**config.mk**
```make
export PLATFORM = sky130hd
export DESIGN_NAME = layer1_fm_scheduler
export DESIGN_NICKNAME = d
export VERILOG_FILES = /design/src/rtl/layer1_fm_pkg.sv /design/src/rtl/layer1_fm_watchdog.sv /design/src/rtl/layer1_fm_scheduler.sv
export SDC_FILE = /design/constraint.sdc
export NUM_CORES = 1
export LEC_CHECK = 0
export CAP_MARGIN = 20
export CORE_ASPECT_RATIO = 0.6
export CORE_UTILIZATION = 45
export CTS_CLUSTER_SIZE = 14
export DETAILED_ROUTE_END_ITERATION = 6
export GPL_TIMING_DRIVEN = 0
export PLACE_DENSITY = 0.71
export SLEW_MARGIN = 40
export SYNTH_ARGS = -nofsm -noshare
export SYNTH_HDL_FRONTEND = slang
export SYNTH_HIERARCHICAL = 1
export SYNTH_SLANG_ARGS = --single-unit
```
**constraint.sdc**
```tcl
create_clock -name clk -period 2.1 [get_ports clk]
set_input_delay 0.42 -clock clk [delete_from_list [all_inputs] [get_ports clk]]
set_output_delay 0.42 -clock clk [all_outputs]
set_load 0.01 [all_outputs]
```
**src/rtl/layer1_fm_pkg.sv**
```systemverilog
// Shared state encoding, defaults and sizing helper for the layer-1 feature-map scheduler.
package layer1_fm_pkg;

  localparam int unsigned DEF_N_CH    = 4;
  localparam int unsigned DEF_TIMEOUT = 65535;
  localparam int unsigned WD_W        = 20;

  typedef enum logic [2:0] {
    ST_IDLE       = 3'd0,
    ST_WR_WAIT_VS = 3'd1,
    ST_WR         = 3'd2,
    ST_WR_ACK     = 3'd3,
    ST_RD_WAIT    = 3'd4,
    ST_RD_START   = 3'd5,
    ST_RD_RUN     = 3'd6,
    ST_DONE       = 3'd7
  } state_t;

  // Channel index width; a single channel still needs one bit.
  function automatic int unsigned ch_width(input int unsigned n);
    return (n <= 1) ? 32'd1 : int'($clog2(n));
  endfunction

endpackage

```
**src/rtl/layer1_fm_watchdog.sv**
```systemverilog
// Acknowledge-wait watchdog: counts cycles while enabled and flags TIMEOUT-1.
module layer1_fm_watchdog
  import layer1_fm_pkg::*;
#(
  parameter int unsigned TIMEOUT = DEF_TIMEOUT
) (
  input  logic clk,
  input  logic rst,
  input  logic clr,
  input  logic en,
  output logic expired_c
);

  localparam logic [WD_W-1:0] LIMIT = WD_W'(TIMEOUT - 1);

  logic [WD_W-1:0] cnt;

  // Saturates at the limit so a stalled abort cannot wrap the counter.
  always_ff @(posedge clk or posedge rst) begin
    if (rst) begin
      cnt <= '0;
    end else if (clr) begin
      cnt <= '0;
    end else if (en && !expired_c) begin
      cnt <= cnt + WD_W'(1);
    end
  end

  assign expired_c = (cnt == LIMIT);

endmodule

```
**src/rtl/layer1_fm_scheduler.sv**
```systemverilog
// Steers conv frames into the feature-map buffers one channel at a time, then
// replays each buffer to the layer-2 front end.
module layer1_fm_scheduler
  import layer1_fm_pkg::*;
#(
  parameter int unsigned N_CH    = DEF_N_CH,
  parameter int unsigned CH_W    = ch_width(N_CH),
  parameter int unsigned TIMEOUT = DEF_TIMEOUT
) (
  input  logic            clk,
  input  logic            rst,
  input  logic            start,
  input  logic            conv_vsync,
  output logic [N_CH-1:0] fm_wea,
  input  logic [N_CH-1:0] save_fm_acmp,
  input  logic            dn_ready,
  output logic [N_CH-1:0] start_output,
  input  logic [N_CH-1:0] end_output,
  output logic [CH_W-1:0] ch_sel,
  output logic            busy,
  output logic            done,
  output logic            err
);

  localparam logic [CH_W-1:0] LAST_CH = CH_W'(N_CH - 1);

  state_t          state;
  state_t          state_n;
  logic [CH_W-1:0] ch;
  logic [CH_W-1:0] ch_n;
  logic            err_n;
  logic [N_CH-1:0] fm_wea_n;
  logic [N_CH-1:0] start_output_n;
  logic            busy_n;
  logic            done_n;

  logic            vs_q;
  logic            vs_prev;
  logic            vs_rise;
  logic            vs_fall;
  logic [N_CH-1:0] acmp_q;
  logic [N_CH-1:0] acmp_rise;
  logic [N_CH-1:0] ch_oh;
  logic            ack_hit;
  logic            end_hit;
  logic            in_wait;
  logic            wd_expired;

  // conv_vsync passes a sample register before edge detection; acmp is detected directly.
  always_ff @(posedge clk or posedge rst) begin
    if (rst) begin
      vs_q    <= 1'b0;
      vs_prev <= 1'b0;
      acmp_q  <= '0;
    end else begin
      vs_q    <= conv_vsync;
      vs_prev <= vs_q;
      acmp_q  <= save_fm_acmp;
    end
  end

  assign vs_rise   = vs_q & ~vs_prev;
  assign vs_fall   = ~vs_q & vs_prev;
  assign acmp_rise = save_fm_acmp & ~acmp_q;
  assign ch_oh     = N_CH'(1) << ch;
  assign ack_hit   = |(acmp_rise & ch_oh);
  assign end_hit   = |(end_output & ch_oh);
  assign in_wait   = (state == ST_WR_ACK) || (state == ST_RD_RUN);

  layer1_fm_watchdog #(
    .TIMEOUT(TIMEOUT)
  ) u_watchdog (
    .clk      (clk),
    .rst      (rst),
    .clr      (!in_wait),
    .en       (in_wait),
    .expired_c(wd_expired)
  );

  // Next state, channel and error; outputs are decoded from the next state and registered.
  always_comb begin
    state_n = state;
    ch_n    = ch;
    err_n   = err;
    case (state)
      ST_IDLE: begin
        if (start) begin
          state_n = ST_WR_WAIT_VS;
          ch_n    = '0;
          err_n   = 1'b0;
        end
      end
      ST_WR_WAIT_VS: begin
        if (vs_rise) state_n = ST_WR;
      end
      ST_WR: begin
        if (vs_fall) state_n = ST_WR_ACK;
      end
      ST_WR_ACK: begin
        if (ack_hit) begin
          if (ch == LAST_CH) begin
            ch_n    = '0;
            state_n = ST_RD_WAIT;
          end else begin
            ch_n    = ch + CH_W'(1);
            state_n = ST_WR_WAIT_VS;
          end
        end else if (wd_expired) begin
          err_n   = 1'b1;
          state_n = ST_DONE;
        end
      end
      ST_RD_WAIT: begin
        if (dn_ready) state_n = ST_RD_START;
      end
      ST_RD_START: begin
        state_n = ST_RD_RUN;
      end
      ST_RD_RUN: begin
        if (end_hit) begin
          if (ch == LAST_CH) begin
            state_n = ST_DONE;
          end else begin
            ch_n    = ch + CH_W'(1);
            state_n = ST_RD_WAIT;
          end
        end else if (wd_expired) begin
          err_n   = 1'b1;
          state_n = ST_DONE;
        end
      end
      ST_DONE: begin
        ch_n    = '0;
        state_n = ST_IDLE;
      end
      default: begin
        state_n = ST_IDLE;
      end
    endcase

    fm_wea_n       = (state_n == ST_WR)       ? (N_CH'(1) << ch_n) : '0;
    start_output_n = (state_n == ST_RD_START) ? (N_CH'(1) << ch_n) : '0;
    busy_n         = (state_n != ST_IDLE);
    done_n         = (state_n == ST_DONE);
  end

  always_ff @(posedge clk or posedge rst) begin
    if (rst) begin
      state        <= ST_IDLE;
      ch           <= '0;
      err          <= 1'b0;
      fm_wea       <= '0;
      start_output <= '0;
      busy         <= 1'b0;
      done         <= 1'b0;
    end else begin
      state        <= state_n;
      ch           <= ch_n;
      err          <= err_n;
      fm_wea       <= fm_wea_n;
      start_output <= start_output_n;
      busy         <= busy_n;
      done         <= done_n;
    end
  end

  assign ch_sel = ch;

endmodule

```
* After elaboration in Yosys (flattened, before gate mapping)
Index checks and enable logic that the tools add are counted.
Word-level totals: word-level logic and storage cells 73, register bits after elaboration 42, bits of input ports 13, output and inout bits 13
Operators by class: equality and inequality tests 16, muxes and demuxes 25, bitwise operators 8, add/subtract/negate cells 2, reduce and logical (&&, ||, !) cells 9, shift operators 2
Operators with widths (count):
- $mux 20 | 2
- $mux 3 | 8
- $pmux 3 s8 | 1
- $add 20x1->20 const B | 1
- $eq 20x16->1 const B | 1
- $eq 3x3->1 const B | 6
- $and 4x4->4 | 3
- $mux 2 | 6
- $eq 3x2->1 const B | 3
- $mux 4 | 2
- $ne 2x2->1 const B | 4
- $pmux 2 s4 | 1
- $reduce_or 4->1 | 2
- $shl 1x2->4 const A | 2
- $reduce_bool 3->1 | 2
- $mux 1 | 4
- $not 4->4 | 1
- $reduce_and 4->1 | 1
- $eq 3x1->1 const B | 1
- $logic_not 3->1 | 1
- $pmux 1 s3 | 1
- $add 2x1->2 const B | 1
- $and 1x1->1 | 2
- $eq 2x2->1 const B | 1
- other kinds (4) | 5

* Longest topological paths before layout
Gate-level depths: netlist of the first run.
depth after elaboration 8, gate-level depth with buffers 10, gate-level depth less buffers 10

* Cells and area by module
Netlist of the first run, hierarchy kept.
Modules (own cells, without submodules):
- layer1_fm_watchdog | seq. area each 500.5 sq um, instances 1, area an instance 1268.7 sq um, cells an instance 140
- layer1_fm_scheduler | seq. area each 550.5 sq um, instances 1, area an instance 1111.1 sq um, cells an instance 104

* Worst setup path before layout of the first run
Ideal clock, no wire load.
path type register to register, start register ch[1], in the netlist ch_sel[1], end register fm_wea[1], library setup time 0.081 ns, setup slack -0.155 ns, data arrival time 2.174 ns, path buffers 0, required time 2.019 ns, stages on the path, launching flop included 9, clock period less this slack 2.255 ns, cells stage by stage dfrtp_1 > inv_1 > ha_1 > a22oi_1 > and2_1 > o221ai_1 > a221o_1 > or3_4 > nor3_2
On the way: cells in the longest elaborated chain, start to end 7, elaborated cells between the ends (all ways) 21, classes of those cells add/sub: 1; eq/ne: 2; shift: 2; mux: 12; bitwise: 2; reduce/logical: 2
RTL lines:
- start: declaration | line layer1_fm_scheduler.sv:29 | logic [CH_W-1:0] ch;
- start signal: assignment | line layer1_fm_scheduler.sv:158 | ch <= ch_n;
- $shl 1x2->4 | line layer1_fm_scheduler.sv:65 | assign ch_oh = N_CH'(1) << ch;
- $and 4x4->4, on equally long branches | line layer1_fm_scheduler.sv:67, layer1_fm_scheduler.sv:66
- $reduce_or 4->1, on equally long branches | line layer1_fm_scheduler.sv:67, layer1_fm_scheduler.sv:66
- $mux 3, on equally long branches | line layer1_fm_scheduler.sv:120, layer1_fm_scheduler.sv:100
- $pmux 3 s8 (*) | line layer1_fm_scheduler.sv:85 | case (state)
- net state_n[0] | line layer1_fm_scheduler.sv:28 | state_t state_n;
- $eq 3x2->1 (*) | line layer1_fm_scheduler.sv:141 | fm_wea_n = (state_n == ST_WR) ? (N_CH'(1) << ch_n) : '0;
- $mux 4 (*) | line layer1_fm_scheduler.sv:141
- net fm_wea_n[1] | line layer1_fm_scheduler.sv:32 | logic [N_CH-1:0] fm_wea_n;
- end signal: assignment | line layer1_fm_scheduler.sv:160 | fm_wea <= fm_wea_n;
- end: declaration | line layer1_fm_scheduler.sv:14 | output logic [N_CH-1:0] fm_wea,
The timed path passes the listed nets; every way through them passes the cells marked *. A chain may end at the register's enable or synchronous reset.

* Final worst setup path of the first run
start register state[0], end register fm_wea[2]
On the way: cells in the longest elaborated chain, start to end 5, elaborated cells between the ends (all ways) 20, classes of those cells eq/ne: 8; shift: 1; mux: 10; reduce/logical: 1
RTL lines:
- start: declaration | line layer1_fm_scheduler.sv:27 | state_t state;
- start signal: assignment | line layer1_fm_scheduler.sv:157 | state <= state_n;
- $mux 3 | line layer1_fm_scheduler.sv:108, layer1_fm_scheduler.sv:127
- $mux 3, on equally long branches | line layer1_fm_scheduler.sv:120, layer1_fm_scheduler.sv:100
- $pmux 3 s8 (*) | line layer1_fm_scheduler.sv:85
- net state_n[0] | line layer1_fm_scheduler.sv:28
- $eq 3x2->1 (*) | line layer1_fm_scheduler.sv:141
- $mux 4 (*) | line layer1_fm_scheduler.sv:141
- net fm_wea_n[2] | line layer1_fm_scheduler.sv:32
Marked as above.

==> results.yml, run 1 <==
outcome:
  outcome: "complete, but fails checks"
  violations: "setup timing"
timing:
  fmax_mhz: 434
  hold_violations: 0
  final-setup-viol-count: 13
  max_slew_margin: 0.687
  slew_violations: 0
  period_minus_slack_ps: 2300
  final.setup.worst_slack_ps: -202
  clock-skew-final_ps: 5.38
  worstMarginPinSlew_ps: 470
  rsz0062_at_grt: "yes"
  min_period_over_period: 1.10
yosys:
  yosysUniqueCellTypes: 55
  synth_cells: 244
  netlist_area_um2: 2380
  synthTopCellsByCount: "dfrtp_1, a21oi_1, nand2_1"
  synthArstFlopShare: 1.00
  synth_most_common_cell: "dfrtp_1"
  synth_edf_count: 0
  avgSynthCellArea_um2: 9.75
  syn_nets: 265
  yosys.area.top_type_share: 0.442
  synth_flop_cell: "dfrtp_1"
  synth_seq_area_share: 0.442
  yosys_warnings: 6
  yosysTopAreaCell: "dfrtp_1"
  synthTopCellsByArea: "dfrtp_1, ha_1, a21oi_1"
  ys_ff_latch: 42
cells_and_area:
  n_fill_cell: 339
  final_util: 0.676
  drive_gt1_frac: 0.405
  nNetsFinal: 336
  final_cell_area_um2: 3440
  syn_to_final_growth_pct: 44.4
  diodes: 0
critical_path:
  worst-path-buf-inv: 2
  path_max_fanout: 5
  max_stage_delay_ps: 430
  crit_top_cell: "nor3_2"
  critical_path_class: "register to register"
  cpMaxStageDelayCell: "a221o_1"
  cp-start-kind: "register"
  cp_top_family: "simple AND/OR/NAND/NOR gates"
  critPathCaptureType: "register"
  critPathRequiredTime_ps: 2320
  r2r_setup_slack_ps: -200
  cp_cell_sequence: "buf_6 -> buf_4 -> nor3_2 -> nand2b_1 -> a221o_1 -> or3_4 -> nor3_2"
  critPathArrivalTime_ps: 2530
clock_tree:
  clk_latency_ps: 300
  clk_pin_slew_worst_paths_ps: 90
  cts_buffer_depth: 2
  cts_made_buffers: 5
  clock-sinks: 42
  cts_tree: "done"
  cts-htree-levels: 2
  cts-root-buf: "clkbuf_8"
floorplanning:
  rows: 20
  coreArea_um2: 5080
  initial_core_util: 0.468
  die_height_um: 58.3
  die_area_um2: 5590
  die_w_um: 95.9
  ios: 26
detailed_routing:
  drt_first_pass_iters: 5
  vias: 2321
  drtAntennaViolNets: 0
  drt_iter0_drc: 259
  wl_per_cell_um: 18.9
  viasPerCell: 6.08
  drc: 0
  wirelength_um: 7210
global_routing:
  antenna_found_initial: 0
  gr-total-overflow: 0
  grtUsageTotal: 0.248
  grt_pass1_vias: 2060
  grt_pass1_wl_um: 10200
  grt_max_degree: 23
power_and_ir_drop:
  seqPwrFrac: 0.288
  power.switching_mw: 1.43
  clkPwrFrac: 0.158
  p_sw_frac: 0.412
  p_int_mw: 2.04
  powerDensity_nw_per_um2: 1010
  irDropWorstVdd_uv: 536
  p_leak_nw: 1.47
  power_frac_comb: 0.554
placed_design:
  gp_congestion: 0.962
  io_buffer_count: 25
  place_hpwl_um: 3970
  place_area_um2: 2730
min_path:
  hold_path_class: "register to register"
flow_run:
  cap_violations: 0
[cell families after synthesis]
logic type / synth area share
buffers and inverters: 0.0473
and+or+nand+nor: 0.283
adders and majority gates: 0.0421
AOI/OAI and AO/OA: 0.138
DFF: 0.442
muxes: 0.0473
[layout make-up]
class                   count  area (um^2)  share of cell area
multi-input cells         176         1490               0.433
repair buffers             64          571               0.166
well taps                  66         82.6              0.0240
plain buffers              12         78.8              0.0229
flip-flops and latches     42         1050               0.307
inverters                  14         67.6              0.0197
clock buffers               5         68.8              0.0200
clock inverters             3         25.0             0.00728
[power by group through the flow]
stage | Clock [mW] | Combinational, mW | Sequential [mW]
6_report | 0.550 | 1.93 | 1.00
5_1_grt | 0.590 | 2.07 | 1.01
4_1_cts | 0.562 | 1.55 | 0.981
3_5_place_dp | 0 | 1.11 | 0.985
3_3_place_gp | 0 | 1.10 | 0.981
2_1_floorplan | 0 | 0.786 | 0.988
[metal layers]
metal	share of wire	up-vias	track usage
li1	-	1035	-
met1	0.44	1126	0.380
met2	0.44	137	0.342
met3	0.091	23	0.0594
met4	0.027	0	0.0810
met5	0	-	0
[stage by stage]
stage               hold WS (ps)  TNS, ps  instances  setup WS (ps)  power [mW]
detailed placement           433    -4380        335           -385        2.10
finish                       464    -1540        382           -202        3.48
global placement             427    -3630        335           -334        2.08
global route                 499    -2810        382           -292        3.67
floorplan                    384        0        244           2.30        1.77
CTS                          457     -639        370           -112        3.09
[sequential cells by signal, indices dropped and copies added (netlist names)]
signal / count
fm_wea: 4
acmp_q: 4
busy: 1
state: 3
vs_prev: 1
err: 1
ch_sel: 2
u_watchdog/cnt: 20
start_output: 4
vs_q: 1
done: 1
[repair_timing]
action                                  in CTS  in global routing
hold buffers                                 0                  0
pin swaps                                   14                 15
gates cloned                                 0                  0
endpoints found under the setup margin      21                 25
resized for setup                           33                 38
setup buffers                               27                 12
[final timing paths]
path / startpoint / to / cells past startpoint
max: state[0] / fm_wea[2] / 7
min: vs_q / vs_prev / 0
max reg2reg: state[0] / fm_wea[2] / 7
min reg2reg: vs_q / vs_prev / 0
max in group asynchronous: rst / ch_sel[1] / 2
min in group asynchronous: rst / u_watchdog/cnt[18] / 2
[placed cells by master (no fill, tap or decap), types with 5 or more instances in the layout]
master           Yosys  routed
or3_1                6       6
nand2_1             17      15
nand3_1              8       6
nand4_1              6       6
buf_6                0       7
dfrtp_1             42      39
inv_1               12       6
o21ai_0              6       6
nor2b_1             10       9
nor2_1              13      12
and3_1               6       5
clkdlybuf4s50_1      0      25
clkbuf_8             0       5
a21oi_1             18      14
nor3_2               4       9
buf_4                2      35
mux2_2               8       7
No activity file was read; power rests on OpenSTA's default activity.
==> run 2: changes to the inputs <==
SKIP_CTS_REPAIR_TIMING = 1   (was not set)
==> results.yml, run 2 (synthesis results as in run 1) <==
outcome:
  outcome: "complete, but fails checks"
  violations: "setup timing"
cells_and_area:
  n_fill_cell: 395
  final_util: 0.639
  drive_gt1_frac: 0.362
  final_cell_area_um2: 3250
  top_register: "u_watchdog/cnt"
  largest_register_ffs: 20
  stdcell_count: 367
  syn_to_final_growth_pct: 36.4
  mostFrequentLayoutCells: "dfrtp_1, clkdlybuf4s50_1, buf_4"
  final_common_cell: "dfrtp_1"
  nNetsFinal: 321
  diodes: 0
placed_design:
  place_area_um2: 2730
  io_buffer_count: 25
  place_hpwl_um: 3970
  place_inst: 335
  gp_congestion: 0.962
clock_tree:
  cts_buffer_depth: 2
  clock-sinks: 42
  clk_latency_ps: 300
  cts-htree-levels: 2
  cts_made_buffers: 5
  cts-root-buf: "clkbuf_8"
  cts_tree: "done"
  clk_pin_slew_worst_paths_ps: 90
detailed_routing:
  drc: 0
  viasPerCell: 5.96
  drt_iter0_drc: 182
  wirelength_um: 6470
  vias: 2186
  drt_first_pass_iters: 5
  drtAntennaViolNets: 0
  wl_per_cell_um: 17.6
floorplanning:
  die_height_um: 58.3
  coreArea_um2: 5080
  die_area_um2: 5590
  die_w_um: 95.9
  initial_core_util: 0.468
  rows: 20
  ios: 26
flow_run:
  cap_violations: 0
timing:
  slew_violations: 0
  max_slew_margin: 0.654
  period_minus_slack_ps: 2360
  clock-skew-final_ps: 2.84
  rsz0062_at_grt: "yes"
  worstMarginPinSlew_ps: 519
  final.setup.worst_slack_ps: -261
  fmax_mhz: 424
  hold_violations: 0
  final-setup-viol-count: 10
  min_period_over_period: 1.12
critical_path:
  critical_path_class: "register to register"
  path_max_fanout: 6
  cp_top_family: "compound AO/OA/AOI/OAI gates"
  cp-start-kind: "register"
  cp_cell_sequence: "inv_4 -> ha_4 -> a22oi_2 -> buf_4 -> a21oi_1 -> o32ai_1 -> a31oi_2 -> or3_4 -> nor3_4"
  critPathArrivalTime_ps: 2590
  max_stage_delay_ps: 490
  critPathRequiredTime_ps: 2330
  critPathCaptureType: "register"
  worst-path-buf-inv: 2
  cpMaxStageDelayCell: "dfrtp_2"
global_routing:
  grt_max_degree: 23
  gr-total-overflow: 0
  grtUsageTotal: 0.217
  antenna_found_initial: 0
  grt_pass1_wl_um: 9000
  grt_pass1_vias: 1820
power_and_ir_drop:
  powerDensity_nw_per_um2: 977
  irDropWorstVdd_uv: 561
  p_leak_nw: 1.37
min_path:
  hold_path_class: "register to register"
[run 2: path summary, 6_finish.rpt]
kind,slack [ps],start,cells after the start,to
min in group asynchronous,480,rst,2,u_watchdog/cnt[18]
setup reg to reg,-260,ch_sel[0],9,fm_wea[2]
hold reg to reg,460,vs_q,0,vs_prev
setup / recovery,-260,ch_sel[0],9,fm_wea[2]
max in group asynchronous,1270,rst,2,ch_sel[1]
hold / removal,460,vs_q,0,vs_prev
[run 2: layout make-up]
class	instances	area (um^2)	share of cell area
buffer	12	77.6	0.0239
clock buffer	5	68.8	0.0212
clock inverter	3	25.0	0.00771
inverter	14	65.1	0.0200
multi-input combinational	176	1450	0.445
sequential	42	1050	0.325
tap	66	82.6	0.0254
timing repair buffer	49	428	0.132
[run 2: worst register-to-register path, delay by kind of cell (launching register included)]
kind	cells	cell delay, ps
AO/OA/AOI/OAI	4	700
adder cells (fa/ha/maj)	1	170
buffers and inverters	2	250
flip-flops	1	490
AND/OR/NAND/NOR	2	670
[run 2: per-stage QoR]
stage,hold slack (ps),setup TNS (ps),setup WS [ps],power (mW)
2_1_floorplan,384,0,2.30,1.77
3_3_place_gp,427,-3630,-334,2.08
3_5_place_dp,433,-4380,-385,2.10
4_1_cts,457,-3220,-256,2.65
5_1_grt,502,-2990,-352,3.36
6_report,463,-1570,-261,3.17
[run 2: where the power goes]
group	leakage, nW	internal [mW]	switching (mW)
Sequential	0.556	0.893	0.108
Combinational	0.765	0.725	0.892
Clock	0.0447	0.240	0.315
Total	1.37	1.86	1.32
[run 2: metal layers]
metal,GRT usage,vias up,share of wire
li1,-,1002,-
met1,0.356,1067,0.49
met2,0.256,98,0.41
met3,0.0775,19,0.068
met4,0.0597,0,0.024
met5,0,-,0
==> run 3: changes to the inputs <==
HOLD_SLACK_MARGIN = 0.1   (was not set)
==> results of run 3 <==
Final layout, timing and power as in run 2 (identical DEF).
